## config.mk

```make
export PLATFORM = sky130hd
export DESIGN_NAME = gpio_port
export DESIGN_NICKNAME = d
export VERILOG_FILES = /design/src/rtl/gpio_port.sv
export SDC_FILE = /design/constraint.sdc
export NUM_CORES = 1
export LEC_CHECK = 0
export ABC_AREA = 1
export CORE_MARGIN = 4
export CORE_UTILIZATION = 50
export CTS_BUF_LIST = sky130_fd_sc_hd__clkbuf_8
export CTS_CLUSTER_DIAMETER = 50
export DETAILED_ROUTE_END_ITERATION = 16
export GPL_TIMING_DRIVEN = 0
export PLACE_DENSITY = 0.74
export SKIP_CTS_REPAIR_TIMING = 1
export SLEW_MARGIN = 30
export SYNTH_ARGS = -nofsm -noshare
export SYNTH_HDL_FRONTEND = slang
export SYNTH_SLANG_ARGS = --single-unit
```

## constraint.sdc

```tcl
create_clock -name clk_i -period 4.8 [get_ports clk_i]
set_input_delay 1.2 -clock clk_i [delete_from_list [all_inputs] [get_ports clk_i]]
set_output_delay 1.2 -clock clk_i [all_outputs]
set_load 0.05 [all_outputs]
```

## src/rtl/gpio_port.sv

```systemverilog
// Wishbone-style GPIO port: latched outputs with direction control, atomic set/clear,
// synchronised inputs and per-bit edge capture feeding a level interrupt.
module gpio_port #(
  parameter int WIDTH       = 32,
  parameter int SYNC_STAGES = 2
) (
  input  logic             clk_i,
  input  logic             rst_ni,
  input  logic [2:0]       adr_i,
  input  logic             stb_i,
  input  logic             we_i,
  input  logic [3:0]       sel_i,
  input  logic [31:0]      dat_i,
  output logic [31:0]      dat_o,
  output logic             ack_o,
  input  logic [WIDTH-1:0] gpio_i,
  output logic [WIDTH-1:0] gpio_o,
  output logic [WIDTH-1:0] gpio_oe_o,
  output logic             irq_o
);

  typedef enum logic [2:0] {
    REG_OUT     = 3'd0,
    REG_IN      = 3'd1,
    REG_DIR     = 3'd2,
    REG_SET     = 3'd3,
    REG_CLR     = 3'd4,
    REG_RISE_EN = 3'd5,
    REG_FALL_EN = 3'd6,
    REG_STAT    = 3'd7
  } reg_addr_e;

  logic [WIDTH-1:0] out_q, out_d;
  logic [WIDTH-1:0] dir_q, dir_d;
  logic [WIDTH-1:0] rise_en_q, rise_en_d;
  logic [WIDTH-1:0] fall_en_q, fall_en_d;
  logic [WIDTH-1:0] stat_q, stat_d;
  logic [WIDTH-1:0] prev_q, prev_d;
  logic [SYNC_STAGES-1:0][WIDTH-1:0] sync_q, sync_d;
  logic [31:0]      dat_q, dat_d;
  logic             ack_q, ack_d;
  logic             irq_q, irq_d;

  logic             accept;
  logic             wr;
  logic [31:0]      byte_mask;
  logic [WIDTH-1:0] wmask;
  logic [WIDTH-1:0] wdata;
  logic [WIDTH-1:0] w1c;
  logic [WIDTH-1:0] sync;
  logic [WIDTH-1:0] rise;
  logic [WIDTH-1:0] fall;
  logic [31:0]      rdata;

  // No back-to-back accepts: the cycle showing ack_o never starts a new transfer.
  assign accept    = stb_i && !ack_q;
  assign wr        = accept && we_i;
  assign byte_mask = {{8{sel_i[3]}}, {8{sel_i[2]}}, {8{sel_i[1]}}, {8{sel_i[0]}}};
  assign wmask     = byte_mask[WIDTH-1:0];
  assign wdata     = dat_i[WIDTH-1:0] & wmask;
  assign sync      = sync_q[SYNC_STAGES-1];
  assign rise      = sync & ~prev_q;
  assign fall      = ~sync & prev_q;

  always_comb begin
    out_d     = out_q;
    dir_d     = dir_q;
    rise_en_d = rise_en_q;
    fall_en_d = fall_en_q;
    w1c       = '0;
    sync_d    = {sync_q[SYNC_STAGES-2:0], gpio_i};
    prev_d    = sync;

    if (wr) begin
      case (reg_addr_e'(adr_i))
        REG_OUT:     out_d     = (out_q & ~wmask) | wdata;
        REG_DIR:     dir_d     = (dir_q & ~wmask) | wdata;
        REG_SET:     out_d     = out_q | wdata;
        REG_CLR:     out_d     = out_q & ~wdata;
        REG_RISE_EN: rise_en_d = (rise_en_q & ~wmask) | wdata;
        REG_FALL_EN: fall_en_d = (fall_en_q & ~wmask) | wdata;
        REG_STAT:    w1c       = wdata;
        default:     ;
      endcase
    end

    // A fresh edge overrides a simultaneous write-1-to-clear of the same bit.
    stat_d = (stat_q & ~w1c) | (rise & rise_en_q) | (fall & fall_en_q);
    irq_d  = |stat_d;

    rdata = '0;
    case (reg_addr_e'(adr_i))
      REG_OUT:     rdata[WIDTH-1:0] = out_q;
      REG_IN:      rdata[WIDTH-1:0] = sync;
      REG_DIR:     rdata[WIDTH-1:0] = dir_q;
      REG_RISE_EN: rdata[WIDTH-1:0] = rise_en_q;
      REG_FALL_EN: rdata[WIDTH-1:0] = fall_en_q;
      REG_STAT:    rdata[WIDTH-1:0] = stat_q;
      default:     ;
    endcase

    ack_d = accept;
    dat_d = accept ? rdata : dat_q;
  end

  always_ff @(posedge clk_i) begin
    if (!rst_ni) begin
      out_q     <= '0;
      dir_q     <= '0;
      rise_en_q <= '0;
      fall_en_q <= '0;
      stat_q    <= '0;
      prev_q    <= '0;
      sync_q    <= '0;
      dat_q     <= '0;
      ack_q     <= 1'b0;
      irq_q     <= 1'b0;
    end else begin
      out_q     <= out_d;
      dir_q     <= dir_d;
      rise_en_q <= rise_en_d;
      fall_en_q <= fall_en_d;
      stat_q    <= stat_d;
      prev_q    <= prev_d;
      sync_q    <= sync_d;
      dat_q     <= dat_d;
      ack_q     <= ack_d;
      irq_q     <= irq_d;
    end
  end

  assign dat_o     = dat_q;
  assign ack_o     = ack_q;
  assign gpio_o    = out_q;
  assign gpio_oe_o = dir_q;
  assign irq_o     = irq_q;

endmodule

```

==> out/results.tsv, run 1 <==
metric	value	unit
Critical Path Stages	8	
Area growth syn-to-layout	25.8	%
startpoint types	primary input	
first-pass detailed-route iteration total	6	
Antenna Cells	0	
first-pass GRT wire length	65.3	mm
Syn Nets	1782	
gr usage total	0.321	
Final ANT Viol Nets	0	
main combinational cell family by area after synthesis	simple AND/OR/NAND/NOR gates	
Final Max Tran Viols	0	
CTS tree	done	
Min-Delay Path Class	reg -> reg	
Yosys cell types	23	
Final min period	3.39	ns
run status	complete, no violations	
Die H	162	µm
P_leak	6.54	nW
final wirelength	43.5	mm
WP buf/inv	3	
CP peak stage delay	0.69	ns
Post-Syn Instances	1707	
Setup CP Type	in -> reg	
Arrival @ worst endpoint	3.81	ns
Synth Flop Type	dfxtp_1	
Worst-Skew Late Latency	0.56	ns
Fin Setup TNS	0	ns
final hold viol count	0	
Num Clock Sinks	290	
Final Skew	0.0116	ns
Mean Syn Cell Area	6.96	µm²
Sw Share	0.259	
total gr overflow	0	
GR peak layer	met2	
asr flop ratio synth	0	
hold depth	2	
clock slew at reported path FFs	0.06	ns
total vias in the final route	12522	
gpl congestion	0.951	
Initial Util	0.507	
post-synthesis sequential area ratio	0.489	
vias per cell	5.49	
die extent in x	162	µm
vias in the first global route	11638	
IO Port Bufs	171	
NetSw	1.31	mW
post-synthesis register bit count	290	
Max-slew headroom	0.302	
clk root buf	clkbuf_8	
Synth Area in Compound Gates	0.149	
Reg2Reg Depth	10	
Initial DRC Count	1536	
post-synthesis mux area share	0	
overall power	5.06	mW
per-cell routed wire length	19.1	µm
M2 GR Usage	0.501	
Crit path top cell by count	nor2_1	
worst slew pin tran	1.05	ns
CP Capture Type	flop	
max-cap violation count	0	
htree depth	2	
mapped cell area	11900	µm²
initial antenna violation count	0	
DP HPWL	29.9	mm
Die ar.	26300	µm²
share of cells above drive strength 1	0.0566	
met3 GRT Util	0.0782	
critical path's slowest cell	clkdlybuf4s50_1	
# IOs	173	
DRC	0	
internal power	3.75	mW
clock share of power	0.427	
unrepaired setup endpoints after global routing	false	
Tcrit/Tclk final	0.707	
simple-gate share of the synthesized area	0.273	
yosys warns	0	
GR Util met1	0.426	
PD cells	339	nW/µm²
Layout Nets	2001	
cts bufs inserted	46	
Flop pwr share	0.491	
peak supply drop	0.260	mV
largest net degree at the start of global routing	12	
core area	23400	µm²
worst path required time	5.21	ns
Comb power frac	0.083	
Max Freq	295	MHz
Post-synth EDFFs	0	
worst-case clock buffer depth	3	
Synth Area in XOR/XNOR	0	
num rows	56	
Adder-Cell Fraction of Synth Area	0	
crit-path cells	clkdlybuf4s50_1, nand3_1, nor2_1, inv_1, nor2_2, clkinv_1, a22oi_1, nor2_1	
Final setup viols	0	
crit path max fanout	9	
cell family with most CP delay	buffers and inverters	
-- worst min-delay path, cell delays in order, from the launching register on --
cell and delay [ns]:
dfxtp_1 0.30, nand2_1 0.05, inv_1 0.04
-- power by group through the flow --
stage / Sequential, mW / Clock [mW] / Combinational, mW
after floorplan: 2.56 / 0 / 0.170
after global placement: 2.53 / 0 / 0.400
after detailed placement: 2.53 / 0 / 0.403
after CTS: 2.48 / 2.16 / 0.405
after global routing: 2.49 / 2.28 / 0.439
final: 2.48 / 2.16 / 0.417
-- cells by family after synthesis --
| group | Yosys count |
|---|---|
| buffers and inverters | 269 |
| and+or+nand+nor | 826 |
| AOI/OAI and AO/OA | 322 |
| DFF | 290 |
-- cells in the mapped netlist, types with 4 or more instances --
master       n  area share
clkbuf_1    48       0.015
nand3_1     44       0.019
a31oi_1      5      0.0026
nand2_1    629        0.20
a22oi_1     51       0.032
o2111ai_1    5      0.0037
nand4_1     24       0.013
buf_1        4      0.0013
nor2_1     122       0.039
inv_1      182       0.058
dfxtp_1    290        0.49
buf_2       24       0.010
inv_2        7      0.0022
a21oi_1    220       0.093
o21ai_0     39       0.016
-- final timing paths --
kind | slack, ns | start | end
setup / recovery | 1.41 | adr_i[0] | flop
hold / removal | 0.41 | sync_d[46] | prev_d[14]
setup reg to reg | 2.35 | ack_o | flop
hold reg to reg | 0.41 | sync_d[46] | prev_d[14]
-- through the flow --
stage | hold slack, ns | utilization | worst slack [ns] | cells | area, µm²
final | 0.407 | 0.638 | 1.41 | 2281 | 14900
after global routing | 0.421 | 0.638 | 1.38 | 2281 | 14900
after CTS | 0.410 | 0.638 | 1.59 | 2281 | 14900
after detailed placement | 0.396 | 0.598 | 1.02 | 2197 | 14000
after global placement | 0.393 | 0.598 | 1.14 | 2197 | 14000
after floorplan | 0.390 | - | 2.45 | 1707 | 11900
-- layer usage --
metal  routed length, µm  vias to the layer above
met3                5330                      152
met5                   0                        -
met4                1820                        0
met1               17100                     5733
met2               19300                      790
li1                    -                     5847
-- final cells by class --
type / count / area [µm²]
fill: 2208 / 8460
inverter: 190 / 713
sequential: 290 / 5810
buffer: 79 / 338
tap: 319 / 399
timing repair buffer: 171 / 1710
clock buffer: 60 / 826
multi-input combinational: 1148 / 5020
clock inverter: 24 / 131
-- placed cells by master (no fill, tap or decap), types with 6 or more instances in the layout --
cell,synthesis,final
inv_2,7,7
buf_2,24,24
inv_1,182,197
clkbuf_8,0,60
nor2_1,122,122
a21oi_1,220,220
clkbuf_1,48,48
nand3_1,44,44
clkinv_2,0,6
o21ai_0,39,39
dfxtp_1,290,290
a22oi_1,51,51
nand2_1,629,629
nand4_1,24,24
clkdlybuf4s50_1,0,171
No activity file was read; power rests on OpenSTA's default activity.
==> inputs of run 2 (changes only) <==
==> constraint.sdc (replaced) <==
create_clock -name clk_i -period 3.3 [get_ports clk_i]
set_input_delay 0.825 -clock clk_i [delete_from_list [all_inputs] [get_ports clk_i]]
set_output_delay 0.825 -clock clk_i [all_outputs]
set_load 0.05 [all_outputs]
==> results of run 2 <==
The final DEF is identical to that of run 1. Status: complete, no violations.
Among the figures that moved: setup slack after placement 1.02 ns -> -0.104 ns; setup slack after layout 1.41 ns -> 0.281 ns; register-to-register setup slack 2.35 ns -> 0.85 ns; total power 5.06 mW -> 7.36 mW; worst IR drop on VDD 0.260 mV -> 0.378 mV
==> inputs of run 3 (changes only) <==
--- a/config.mk
+++ b/config.mk
@@ -6,6 +6,7 @@
 export NUM_CORES = 1
 export LEC_CHECK = 0
 export ABC_AREA = 1
+export CAP_MARGIN = 5
 export CORE_MARGIN = 4
 export CORE_UTILIZATION = 50
 export CTS_BUF_LIST = sky130_fd_sc_hd__clkbuf_8
==> results of run 3 <==
The final DEF is identical to that of run 1. Status: complete, no violations.
Among the figures that moved: setup slack after placement 1.02 ns -> -0.104 ns; setup slack after layout 1.41 ns -> 0.281 ns; register-to-register setup slack 2.35 ns -> 0.85 ns; total power 5.06 mW -> 7.36 mW; worst IR drop on VDD 0.260 mV -> 0.378 mV
